===== config.mk =====
export PLATFORM = sky130hd
export DESIGN_NAME = uart_axi_bridge
export DESIGN_NICKNAME = d
export VERILOG_FILES = /design/src/rtl/uart_axi_bridge.sv
export SDC_FILE = /design/constraint.sdc
export NUM_CORES = 1
export LEC_CHECK = 0
export BUFFER_PORTS_ARGS = -buffer_cell sky130_fd_sc_hd__clkbuf_2
export CAP_MARGIN = 20
export CORE_ASPECT_RATIO = 1.5
export CORE_MARGIN = 8
export CORE_UTILIZATION = 58
export CTS_CLUSTER_DIAMETER = 200
export DETAILED_ROUTE_END_ITERATION = 12
export PLACE_DENSITY = 0.79
export SLEW_MARGIN = 40
export SYNTH_ARGS = -nofsm -noshare
export SYNTH_HDL_FRONTEND = slang
export SYNTH_SLANG_ARGS = --single-unit

===== constraint.sdc =====
create_clock -name clk -period 4.7 [get_ports clk]
set_input_delay 0.705 -clock clk [delete_from_list [all_inputs] [get_ports clk]]
set_output_delay 0.705 -clock clk [all_outputs]
set_load 0.01 [all_outputs]

===== src/rtl/uart_axi_bridge.sv =====
// uart_axi_bridge -- AXI4 slave front end for a simple byte UART.
//
// Register map (decoded on addr[2] only, single-beat accesses):
//   DATA (addr[2]=0): read pops the RX FIFO head on the R handshake (0 when empty),
//                     write with strb[0]=1 pushes w_data[7:0] into the TX FIFO.
//   STAT (addr[2]=1): bit0 TX not full, bit1 RX not empty, bit2 sticky RX overrun,
//                     bit3 transmitter idle and TX FIFO empty, bit4 sticky parity error
//                     (parity builds only). Reading STAT clears bits 2 and 4.
//
// Optional feature macro: UART_PARITY_EN -- adds an even-parity bit after data bit 7
// on TX, checks it on RX and reports mismatches in STAT bit4. Undefined gives 8N1.
//
// Ports:
//   clk, rst_n              clock, asynchronous active-low reset
//   io_uart_ar_* / r_*      AXI read address / read data channels
//   io_uart_aw_* / w_* / b_* AXI write address / write data / write response
//   txd, rxd                serial line (rxd is asynchronous to clk)

// Byte FIFO with first-word-fall-through head. Pointers carry one extra wrap bit.
module uart_axi_fifo #(
  parameter int DEPTH = 16
) (
  input  logic       clk,
  input  logic       rst_n,
  input  logic       push_i,
  input  logic [7:0] data_i,
  input  logic       pop_i,
  output logic [7:0] head_o,
  output logic       full_o,
  output logic       empty_o
);
  localparam int AW = $clog2(DEPTH);

  logic [AW:0] wr_ptr_q, rd_ptr_q;
  logic [7:0]  mem_q [DEPTH];
  logic        wr_en, rd_en;

  assign full_o  = (wr_ptr_q[AW] != rd_ptr_q[AW]) && (wr_ptr_q[AW-1:0] == rd_ptr_q[AW-1:0]);
  assign empty_o = (wr_ptr_q == rd_ptr_q);
  // A pop in the same cycle frees a slot, so a push into a full FIFO still lands.
  assign wr_en   = push_i && (!full_o || pop_i);
  assign rd_en   = pop_i && !empty_o;
  assign head_o  = mem_q[rd_ptr_q[AW-1:0]];

  always_ff @(posedge clk) begin
    if (wr_en) mem_q[wr_ptr_q[AW-1:0]] <= data_i;
  end

  always_ff @(posedge clk or negedge rst_n) begin
    if (!rst_n) begin
      wr_ptr_q <= '0;
      rd_ptr_q <= '0;
    end else begin
      if (wr_en) wr_ptr_q <= wr_ptr_q + 1'b1;
      if (rd_en) rd_ptr_q <= rd_ptr_q + 1'b1;
    end
  end
endmodule

module uart_axi_bridge #(
  parameter int CLK_FREQ = 150000000,
  parameter int BAUD     = 9600,
  parameter int TX_DEPTH = 16,
  parameter int RX_DEPTH = 16,
  parameter int ID_W     = 8
) (
  input  logic            clk,
  input  logic            rst_n,
  input  logic [ID_W-1:0] io_uart_ar_id_i,
  input  logic [31:0]     io_uart_ar_addr_i,
  input  logic [7:0]      io_uart_ar_len_i,
  input  logic [2:0]      io_uart_ar_size_i,
  input  logic [1:0]      io_uart_ar_burst_i,
  input  logic            io_uart_ar_valid_i,
  output logic            io_uart_ar_ready_o,
  output logic [ID_W-1:0] io_uart_r_id_o,
  output logic [1:0]      io_uart_r_resp_o,
  output logic [31:0]     io_uart_r_data_o,
  output logic            io_uart_r_last_o,
  output logic            io_uart_r_valid_o,
  input  logic            io_uart_r_ready_i,
  input  logic [ID_W-1:0] io_uart_aw_id_i,
  input  logic [31:0]     io_uart_aw_addr_i,
  input  logic [7:0]      io_uart_aw_len_i,
  input  logic [2:0]      io_uart_aw_size_i,
  input  logic [1:0]      io_uart_aw_burst_i,
  input  logic            io_uart_aw_valid_i,
  output logic            io_uart_aw_ready_o,
  input  logic [31:0]     io_uart_w_data_i,
  input  logic [3:0]      io_uart_w_strb_i,
  input  logic            io_uart_w_last_i,
  input  logic            io_uart_w_valid_i,
  output logic            io_uart_w_ready_o,
  output logic [ID_W-1:0] io_uart_b_id_o,
  output logic [1:0]      io_uart_b_resp_o,
  output logic            io_uart_b_valid_o,
  input  logic            io_uart_b_ready_i,
  output logic            txd,
  input  logic            rxd
);
  localparam int DIV  = (CLK_FREQ + BAUD / 2) / BAUD;
  localparam int HALF = DIV / 2;
  localparam int CW   = $clog2(DIV + 1);

  typedef enum logic {R_IDLE, R_RESP} rstate_e;
  typedef enum logic {W_IDLE, W_RESP} wstate_e;
  typedef enum logic [2:0] {T_IDLE, T_START, T_DATA, T_PAR, T_STOP} tstate_e;
  typedef enum logic [2:0] {RX_IDLE, RX_START, RX_DATA, RX_PAR, RX_STOP} xstate_e;

  // FIFO hookup
  logic       tx_push, tx_pop, tx_full, tx_empty;
  logic [7:0] tx_head, wr_byte;
  logic       rx_push, rx_pop, rx_full, rx_empty;
  logic [7:0] rx_head;

  // read channel
  rstate_e         rstate_q;
  logic            ar_ready_q, r_valid_q, pop_pend_q;
  logic [ID_W-1:0] r_id_q;
  logic [31:0]     r_data_q, stat_w;
  logic            ar_hs, stat_clr;

  // write channel
  wstate_e         wstate_q;
  logic            aw_ready_q, w_ready_q, b_valid_q, aw_got_q, w_got_q;
  logic [ID_W-1:0] aw_id_q;
  logic            aw_addr2_q, w_strb0_q;
  logic [7:0]      w_data_q;
  logic            aw_hs, w_hs, wr_done, wr_addr2, wr_strb0;

  // transmitter
  tstate_e         tstate_q;
  logic [CW-1:0]   tcnt_q;
  logic [2:0]      tbit_q;
  logic [7:0]      tshift_q;
  logic            txd_q;

  // receiver
  xstate_e         xstate_q;
  logic [CW-1:0]   xcnt_q;
  logic [2:0]      xbit_q;
  logic [7:0]      xshift_q;
  logic            rxd_s1_q, rxd_s2_q, rxd_s3_q;
  logic            overrun_q, rx_ovf, par_ok;

`ifdef UART_PARITY_EN
  logic            tpar_q, xpar_ok_q, par_err_q, par_err_set;
`endif

  logic unused_inputs;
  assign unused_inputs = ^{io_uart_ar_addr_i[31:3], io_uart_ar_addr_i[1:0], io_uart_ar_len_i,
                           io_uart_ar_size_i, io_uart_ar_burst_i, io_uart_aw_addr_i[31:3],
                           io_uart_aw_addr_i[1:0], io_uart_aw_len_i, io_uart_aw_size_i,
                           io_uart_aw_burst_i, io_uart_w_data_i[31:8], io_uart_w_strb_i[3:1],
                           io_uart_w_last_i};

  uart_axi_fifo #(.DEPTH(TX_DEPTH)) u_tx_fifo (
    .clk(clk), .rst_n(rst_n), .push_i(tx_push), .data_i(wr_byte), .pop_i(tx_pop),
    .head_o(tx_head), .full_o(tx_full), .empty_o(tx_empty)
  );

  uart_axi_fifo #(.DEPTH(RX_DEPTH)) u_rx_fifo (
    .clk(clk), .rst_n(rst_n), .push_i(rx_push), .data_i(xshift_q), .pop_i(rx_pop),
    .head_o(rx_head), .full_o(rx_full), .empty_o(rx_empty)
  );

  // ---------------- status word ----------------
`ifdef UART_PARITY_EN
  assign stat_w = {27'b0, par_err_q, (tstate_q == T_IDLE) && tx_empty, overrun_q, !rx_empty, !tx_full};
`else
  assign stat_w = {27'b0, 1'b0, (tstate_q == T_IDLE) && tx_empty, overrun_q, !rx_empty, !tx_full};
`endif

  // ---------------- read channel ----------------
  assign ar_hs    = io_uart_ar_valid_i && ar_ready_q;
  assign stat_clr = ar_hs && io_uart_ar_addr_i[2];
  // Pop only if the DATA read saw a byte when the address was taken.
  assign rx_pop   = r_valid_q && io_uart_r_ready_i && pop_pend_q;

  always_ff @(posedge clk or negedge rst_n) begin
    if (!rst_n) begin
      rstate_q   <= R_IDLE;
      ar_ready_q <= 1'b1;
      r_valid_q  <= 1'b0;
      r_id_q     <= '0;
      r_data_q   <= '0;
      pop_pend_q <= 1'b0;
    end else begin
      case (rstate_q)
        R_IDLE: if (ar_hs) begin
          ar_ready_q <= 1'b0;
          r_valid_q  <= 1'b1;
          r_id_q     <= io_uart_ar_id_i;
          r_data_q   <= io_uart_ar_addr_i[2] ? stat_w : {24'b0, (rx_empty ? 8'h00 : rx_head)};
          pop_pend_q <= !io_uart_ar_addr_i[2] && !rx_empty;
          rstate_q   <= R_RESP;
        end
        default: if (io_uart_r_ready_i) begin
          r_valid_q  <= 1'b0;
          ar_ready_q <= 1'b1;
          pop_pend_q <= 1'b0;
          rstate_q   <= R_IDLE;
        end
      endcase
    end
  end

  assign io_uart_ar_ready_o = ar_ready_q;
  assign io_uart_r_valid_o  = r_valid_q;
  assign io_uart_r_id_o     = r_id_q;
  assign io_uart_r_data_o   = r_data_q;
  assign io_uart_r_resp_o   = 2'b00;
  assign io_uart_r_last_o   = 1'b1;

  // ---------------- write channel ----------------
  assign aw_hs    = io_uart_aw_valid_i && aw_ready_q;
  assign w_hs     = io_uart_w_valid_i && w_ready_q;
  // Use the live channel values when AW/W arrive in the completing cycle.
  assign wr_addr2 = aw_got_q ? aw_addr2_q : io_uart_aw_addr_i[2];
  assign wr_strb0 = w_got_q ? w_strb0_q : io_uart_w_strb_i[0];
  assign wr_byte  = w_got_q ? w_data_q : io_uart_w_data_i[7:0];
  assign wr_done  = (wstate_q == W_IDLE) && (aw_got_q || aw_hs) && (w_got_q || w_hs);
  assign tx_push  = wr_done && !wr_addr2 && wr_strb0;

  always_ff @(posedge clk or negedge rst_n) begin
    if (!rst_n) begin
      wstate_q   <= W_IDLE;
      aw_ready_q <= 1'b1;
      w_ready_q  <= 1'b1;
      b_valid_q  <= 1'b0;
      aw_got_q   <= 1'b0;
      w_got_q    <= 1'b0;
      aw_id_q    <= '0;
      aw_addr2_q <= 1'b0;
      w_strb0_q  <= 1'b0;
      w_data_q   <= '0;
    end else begin
      case (wstate_q)
        W_IDLE: begin
          if (aw_hs) begin
            aw_got_q   <= 1'b1;
            aw_ready_q <= 1'b0;
            aw_id_q    <= io_uart_aw_id_i;
            aw_addr2_q <= io_uart_aw_addr_i[2];
          end
          if (w_hs) begin
            w_got_q   <= 1'b1;
            w_ready_q <= 1'b0;
            w_data_q  <= io_uart_w_data_i[7:0];
            w_strb0_q <= io_uart_w_strb_i[0];
          end
          if (wr_done) begin
            b_valid_q <= 1'b1;
            wstate_q  <= W_RESP;
          end
        end
        default: if (io_uart_b_ready_i) begin
          b_valid_q  <= 1'b0;
          aw_got_q   <= 1'b0;
          w_got_q    <= 1'b0;
          aw_ready_q <= 1'b1;
          w_ready_q  <= 1'b1;
          wstate_q   <= W_IDLE;
        end
      endcase
    end
  end

  assign io_uart_aw_ready_o = aw_ready_q;
  assign io_uart_w_ready_o  = w_ready_q;
  assign io_uart_b_valid_o  = b_valid_q;
  assign io_uart_b_id_o     = aw_id_q;
  assign io_uart_b_resp_o   = 2'b00;

  // ---------------- transmitter ----------------
  // Load a new byte when idle, or straight out of the last stop-bit cycle so frames abut.
  assign tx_pop = !tx_empty && ((tstate_q == T_IDLE) || ((tstate_q == T_STOP) && (tcnt_q == '0)));

  always_ff @(posedge clk or negedge rst_n) begin
    if (!rst_n) begin
      tstate_q <= T_IDLE;
      tcnt_q   <= '0;
      tbit_q   <= '0;
      tshift_q <= '0;
      txd_q    <= 1'b1;
`ifdef UART_PARITY_EN
      tpar_q   <= 1'b0;
`endif
    end else if (tx_pop) begin
      tstate_q <= T_START;
      tcnt_q   <= CW'(DIV - 1);
      tshift_q <= tx_head;
      txd_q    <= 1'b0;
`ifdef UART_PARITY_EN
      tpar_q   <= ^tx_head;
`endif
    end else if (tstate_q != T_IDLE) begin
      if (tcnt_q != '0) begin
        tcnt_q <= tcnt_q - 1'b1;
      end else begin
        tcnt_q <= CW'(DIV - 1);
        case (tstate_q)
          T_START: begin
            txd_q    <= tshift_q[0];
            tbit_q   <= '0;
            tstate_q <= T_DATA;
          end
          T_DATA: begin
            if (tbit_q == 3'd7) begin
`ifdef UART_PARITY_EN
              txd_q    <= tpar_q;
              tstate_q <= T_PAR;
`else
              txd_q    <= 1'b1;
              tstate_q <= T_STOP;
`endif
            end else begin
              txd_q    <= tshift_q[1];
              tshift_q <= {1'b0, tshift_q[7:1]};
              tbit_q   <= tbit_q + 1'b1;
            end
          end
          T_PAR: begin
            txd_q    <= 1'b1;
            tstate_q <= T_STOP;
          end
          default: begin
            txd_q    <= 1'b1;
            tstate_q <= T_IDLE;
          end
        endcase
      end
    end
  end

  assign txd = txd_q;

  // ---------------- receiver ----------------
`ifdef UART_PARITY_EN
  assign par_ok      = xpar_ok_q;
  assign par_err_set = (xstate_q == RX_PAR) && (xcnt_q == '0) && ((^xshift_q) != rxd_s2_q);
`else
  assign par_ok      = 1'b1;
`endif
  assign rx_push = (xstate_q == RX_STOP) && (xcnt_q == '0) && rxd_s2_q && par_ok;
  assign rx_ovf  = rx_push && rx_full && !rx_pop;

  always_ff @(posedge clk or negedge rst_n) begin
    if (!rst_n) begin
      rxd_s1_q  <= 1'b1;
      rxd_s2_q  <= 1'b1;
      rxd_s3_q  <= 1'b1;
      xstate_q  <= RX_IDLE;
      xcnt_q    <= '0;
      xbit_q    <= '0;
      xshift_q  <= '0;
      overrun_q <= 1'b0;
`ifdef UART_PARITY_EN
      xpar_ok_q <= 1'b0;
      par_err_q <= 1'b0;
`endif
    end else begin
      rxd_s1_q <= rxd;
      rxd_s2_q <= rxd_s1_q;
      rxd_s3_q <= rxd_s2_q;
      // New events win over the clear-on-read.
      if (rx_ovf) overrun_q <= 1'b1;
      else if (stat_clr) overrun_q <= 1'b0;
`ifdef UART_PARITY_EN
      if (par_err_set) par_err_q <= 1'b1;
      else if (stat_clr) par_err_q <= 1'b0;
`endif
      if (xstate_q == RX_IDLE) begin
        // Falling edge: wait half a bit, then confirm the start bit at its centre.
        if (rxd_s3_q && !rxd_s2_q) begin
          xcnt_q   <= CW'(HALF - 1);
          xstate_q <= RX_START;
        end
      end else if (xcnt_q != '0) begin
        xcnt_q <= xcnt_q - 1'b1;
      end else begin
        xcnt_q <= CW'(DIV - 1);
        case (xstate_q)
          RX_START: begin
            xbit_q   <= '0;
            xstate_q <= rxd_s2_q ? RX_IDLE : RX_DATA;
          end
          RX_DATA: begin
            xshift_q <= {rxd_s2_q, xshift_q[7:1]};
            xbit_q   <= xbit_q + 1'b1;
            if (xbit_q == 3'd7) begin
`ifdef UART_PARITY_EN
              xstate_q <= RX_PAR;
`else
              xstate_q <= RX_STOP;
`endif
            end
          end
          RX_PAR: begin
`ifdef UART_PARITY_EN
            xpar_ok_q <= ((^xshift_q) == rxd_s2_q);
`endif
            xstate_q  <= RX_STOP;
          end
          default: xstate_q <= RX_IDLE;
        endcase
      end
    end
  end
endmodule

---- Word level (Yosys, flattened, before mapping) ----
Memory sizes are Yosys's and may differ from the RTL's.
Cells that the tools add are included.
word-level totals
  register bits ........................... 149
  RAM bits ................................ 256
  output and inout port bits .............. 59
  logic and storage cells ................. 209
  memories ................................ 2
operators by class
  add/subtract/negate cells ............... 8
  equal/unequal tests ..................... 25
  muxes and demuxes ....................... 67
  bitwise gates (word level) .............. 6
  reduce and logical (&&, ||, !) cells .... 68
memories
  memory           words  bits a word  read ports  clocked after memory_dff  write ports  RTL line  RTL
  u_rx_fifo.mem_q  16     8            1           0                         1            35        logic [7:0] mem_q [DEPTH];
  u_tx_fifo.mem_q  16     8            1           0                         1            35
operator list
  kind                     count
  $mux W14                 6
  $mux W8                  8
  $mux W1                  38
  $logic_not A14 Y1        2
  $reduce_bool A14 Y1      2
  $sub A14 B1 Y14 const B  2
  $mux W3                  9
  $logic_and A1 B1 Y1      25
  $add A5 B1 Y5 const B    4
  $pmux W3 S3              2
  $reduce_bool A2 Y1       9
  $reduce_and A2 Y1        8
  $eq A3 B2 Y1 const B     4
  $eq A3 B3 Y1 const B     4
  $pmux W3 S2              2
  $reduce_and A3 Y1        4
  $eq A5 B5 Y1             2
  $eq A4 B4 Y1             2
  $logic_not A1 Y1         8
  $ne A2 B2 Y1 const B     4
  $add A3 B1 Y3 const B    2
  $eq A3 B1 Y1 const B     2
  $logic_not A3 Y1         2
  $ne A2 B1 Y1 const B     3
  other kinds (10)         20

---- Depth between registers and ports, before layout ----
  word-level depth ........................ 9
  gate-level depth with buffers ........... 10
  mapped depth without buffers ............ 7

---- Modules after synthesis ----
From an unflattened synthesis, not the netlist that was laid out.
second synthesis, totals
  cells, all modules ...................... 1,125
  area, all modules ....................... 16,562.1 µm²
modules (own cells, without submodules)
  module                      times used  cells each  area each (µm²)
  uart_axi_fifo at u_rx_fifo  1           317         5,699.2
  uart_axi_fifo at u_tx_fifo  1           302         5,634.2
  uart_axi_bridge             1           506         5,228.8

---- Worst setup path after synthesis ----
Ideal clock, no wire load.
  kind .................................... flip-flop to flip-flop
  from .................................... register xcnt_q[0]
  to ...................................... memory u_rx_fifo.mem_q[1][0], enable pin
  setup time .............................. 0.395 ns
  data arrival time ....................... 2.818 ns
  required time ........................... 4.305 ns
  path slack .............................. 1.487 ns
  cell stages (with the launch flop) ...... 10
  cells stage by stage .................... dfrtp_1 inv_1 ha_1 nand2b_4 buf_6 or4b_1 buf_2 a2111o_1 buf_2 nor4_1
between the ends
  cells in the longest elaborated chain, start to end .. 6
RTL lines
  what                               RTL line  RTL
  start, declared                    140       logic [CW-1:0] xcnt_q;
  start signal, assigned             376       xcnt_q <= CW'(HALF - 1);
  start signal, assigned             380       xcnt_q <= xcnt_q - 1'b1;
  start signal, assigned             382       xcnt_q <= CW'(DIV - 1);
  $logic_not A14 Y1                  345       assign rx_push = (xstate_q == RX_STOP) && (xcnt_q == '0) && rxd_s2_q && par_ok;
  $logic_and A1 B1 Y1 (2 in series)  345
  $logic_and A1 B1 Y1                41        assign wr_en = push_i && (!full_o || pop_i);
  $mux W1                            46        if (wr_en) mem_q[wr_ptr_q[AW-1:0]] <= data_i;
  $mux W1 (implied by the code)      46
  end, declared                      35
No other way between the ends.

---- Worst setup path in the final report ----
  from .................................... register tcnt_q[0]
  to ...................................... memory u_tx_fifo.mem_q[10][3], enable pin
between the ends
  cells in the longest elaborated chain, start to end .. 8
RTL lines
  what                           RTL line  RTL
  start, declared                133       logic [CW-1:0] tcnt_q;
  start signal, assigned         291       tcnt_q <= CW'(DIV - 1);
  start signal, assigned         299       tcnt_q <= tcnt_q - 1'b1;
  start signal, assigned         301       tcnt_q <= CW'(DIV - 1);
  $logic_not A14 Y1              277       assign tx_pop = !tx_empty && ((tstate_q == T_IDLE) || ((tstate_q == T_STOP) && (tcnt_q == '0)));
  $logic_and A1 B1 Y1            277
  $logic_or A1 B1 Y1             277
  $logic_and A1 B1 Y1            277
  $logic_or A1 B1 Y1             41
  $logic_and A1 B1 Y1            41
  $mux W1                        46
  $mux W1 (implied by the code)  46
  end, declared                  35
No other way between the ends.

==> impl_metrics.ini <==
[outcome]
status = finished, final reports clean

[critical_path]
critPathCaptureType = register
cp.arrival_ns = 3.62
critPathMaxStageDelay_ns = 0.63
path_buf_inv = 1
cp.required_ns = 4.86
crit_fanout = 14
critical_path_class = reg2reg
crit_family = simple AND/OR/NAND/NOR gates
critPathLaunchType = register
crit_chain = inv_1, ha_1, nor3b_1, a41oi_1, o211a_1, nor2_1, and3_1
critPathSlowestCell = nor2_1

[die]
die_x_um = 152
row_count = 74
design.core.area_um2 = 27200
io_pins = 210
die_y_um = 219
start_util_pct = 58.8
dieArea_um2 = 33300

[route]
wl_um = 32300
viasPerCell = 6.07
firstDrtPassIters = 5
vias = 8709
drcViolationCount = 0
antenna_left = 0
drt-initial-drc-count = 556
routedWlPerCell_um = 22.5

[yosys]
synthArstFlopShare_pct = 32.8
synth_area_per_cell_um2 = 16.1
synthFlopType = edfxtp_1
synth_warnings = 0
synth_cells = 994
synth.yosys.seq_area_share_pct = 67.6
syn-cell-area_um2 = 16000
synth_edf_count = 256
ys_ff_latch = 381
synth_cell_types = 64

[timing]
setup_violations = 0
timing.hold.ws_ns = 0.131
relSlewSlack_pct = 47.4
finalHoldViolations = 0
max_freq_mhz = 289
fin_skew_ns = 0.0234
tns_ns = 0
maxSlewViolCount = 0
tightest_slew_ns = 0.786
layout_setup_ws_ns = 1.25
period_needed_ns = 3.45
period_share_pct = 73.5
rsz0062_at_grt = no

[min_path]
hp-class = in2async

[clock_tree]
clock_path_buffers = 3
cts_hold_buf = 0
clk_pin_slew_ns = 0.06
cts_buffers = 35
cts_resized = 0
cts_max_level = 2
root_buffer = clkbuf_16
insertion_delay_ns = 0.53
cts_tree = done
post_cts_buffers = 0
cts.sinks = 381

[final_layout]
drive_above_1_share_pct = 25.3
area_delta_synth_final_pct = 10.6
fill_cells = 1873
antennaDiodeCount = 0
finish.utilization_pct = 65.0
nNetsFinal = 1233

[global_routing]
grt_overflow = 0
grt_pass1_vias = 9014
grt_max_degree = 55
antenna_found_initial = 0
grtUsageTotal_pct = 19.8
grt_pass1_wl_um = 50000

[placed_design]
portBuffers = 64
pre_cts_ws_ns = 1.26
dp_hpwl_um = 21400
place.gp.congestion = 0.813

[power_and_ir_drop]
p_leak_uw = 0.00656
cellPowerDensity_nw_per_um2 = 446
vdd_drop_max_uv = 377

[run]
maxCapViolCount = 0
state kept, by name (all words and copies together), names as in the netlist, 5 cells and up:
| signal | cells |
|---|---|
| u_tx_fifo.rd_ptr_q | 5 |
| u_rx_fifo.mem_q | 128 |
| io_uart_b_id_o | 8 |
| io_uart_r_id_o | 8 |
| tcnt_q | 14 |
| u_tx_fifo.mem_q | 128 |
| tshift_q | 8 |
| u_rx_fifo.rd_ptr_q | 5 |
| u_tx_fifo.wr_ptr_q | 5 |
| w_data_q | 8 |
| xshift_q | 8 |
| xcnt_q | 14 |
| io_uart_r_data_o | 8 |
| u_rx_fifo.wr_ptr_q | 5 |
cell families after synthesis:
kind of cell / Yosys count / share of synthesized area [%]
AO/OA/AOI/OAI: 135 / 5.89
buffers and inverters: 105 / 3.29
flip-flops: 381 / 67.6
multiplexers: 125 / 13.7
other: 2 / 0.0469
adder cells (fa/ha/maj): 16 / 1.25
AND/OR/NAND/NOR: 202 / 6.66
XOR/XNOR: 28 / 1.53
cell usage after synthesis, types with 7 or more instances:
| cell type | n | area share [%] |
|---|---|---|
| edfxtp_1 | 256 | 48 |
| dfrtp_1 | 118 | 18 |
| mux4_2 | 71 | 10 |
| mux2_2 | 47 | 3.3 |
| nand2_1 | 46 | 1.1 |
| o21ai_0 | 42 | 1.3 |
| nor2_1 | 34 | 0.80 |
| inv_1 | 32 | 0.75 |
| buf_4 | 29 | 1.4 |
| clkbuf_1 | 27 | 0.63 |
| nand3_1 | 22 | 0.69 |
| a21oi_1 | 17 | 0.53 |
| ha_1 | 16 | 1.3 |
| xor2_1 | 16 | 0.88 |
| and3_1 | 14 | 0.55 |
| nor4_1 | 14 | 0.55 |
| and2_1 | 13 | 0.51 |
| buf_2 | 13 | 0.41 |
| nor3_1 | 13 | 0.41 |
| a22oi_1 | 12 | 0.56 |
| xnor2_1 | 12 | 0.66 |
| a31oi_1 | 10 | 0.39 |
| a21o_1 | 8 | 0.38 |
| a22o_1 | 8 | 0.44 |
| nand2b_1 | 8 | 0.31 |
| nand4_1 | 8 | 0.31 |
| dfstp_2 | 7 | 1.1 |
| mux2i_1 | 7 | 0.44 |
report_power, final:
group          internal [µW]  total, µW  switching [µW]
clock                   1520       2710            1180
combinational            397        991             594
sequential              3990       4200             213
through the flow:
stage               area [µm²]  std cells  total power, µW
floorplan                16100       1021             4890
global placement         16600       1371             5200
detailed placement       16600       1371             5260
CTS                      17700       1435             7960
global route             17700       1435             8200
finish                   17700       1435             7900
cell usage in the layout, fill, tap and decap left out, types with 13 or more instances in the layout:
master	instances
ha_1	16
edfxtp_1	256
and2_1	13
clkbuf_16	37
a21oi_1	17
nor4_1	14
mux2_2	47
nand3_1	22
dfrtp_1	116
mux4_2	71
nor2_1	31
nand2_1	46
conb_1	29
buf_4	17
xor2_1	16
o21ai_0	42
inv_1	32
and3_1	14
clkbuf_2	63
layout make-up:
cell class | count | area, µm² | area share [%]
clock inverters | 17 | 121 | 0.685
inverters | 32 | 120 | 0.678
well taps | 342 | 428 | 2.42
multi-input cells | 535 | 4780 | 27.0
flip-flops and latches | 381 | 10800 | 61.1
clock buffers | 47 | 973 | 5.50
repair buffers | 81 | 454 | 2.57
path summary, 6_finish.rpt:
path | start | end | slack [ns] | cells after the start
worst min-delay path | rst_n | w_data_q[4] | 0.13 | 1
min in group clk | rxd | rxd_s1_q | 0.26 | 1
worst max-delay path | tcnt_q[0] | u_tx_fifo.mem_q[10][3] | 1.25 | 7
max in group asynchronous | rst_n | u_rx_fifo.rd_ptr_q[0] | 3.50 | 2
worst min register to register | rxd_s1_q | rxd_s2_q | 0.36 | 0
worst max register to register | tcnt_q[0] | u_tx_fifo.mem_q[10][3] | 1.25 | 7
per-layer routing:
layer / track usage, % / routed length [µm] / vias to the layer above / share of wire, %
met2: 36.3 / 18100 / 230 / 56
met1: 22.2 / 11600 / 4477 / 36
met4: 8.65 / 1270 / 0 / 3.9
met5: 0 / 0 / - / 0
li1: - / - / 3927 / -
met3: 3.12 / 1250 / 75 / 3.9
worst register-to-register path: stages (launching register included):
cell and delay [ns]:
dfrtp_1 0.40, inv_1 0.10, ha_1 0.18, nor3b_1 0.48, a41oi_1 0.35, o211a_1 0.39, nor2_1 0.63, and3_1 0.57
No activity file was read; power rests on OpenSTA's default activity.
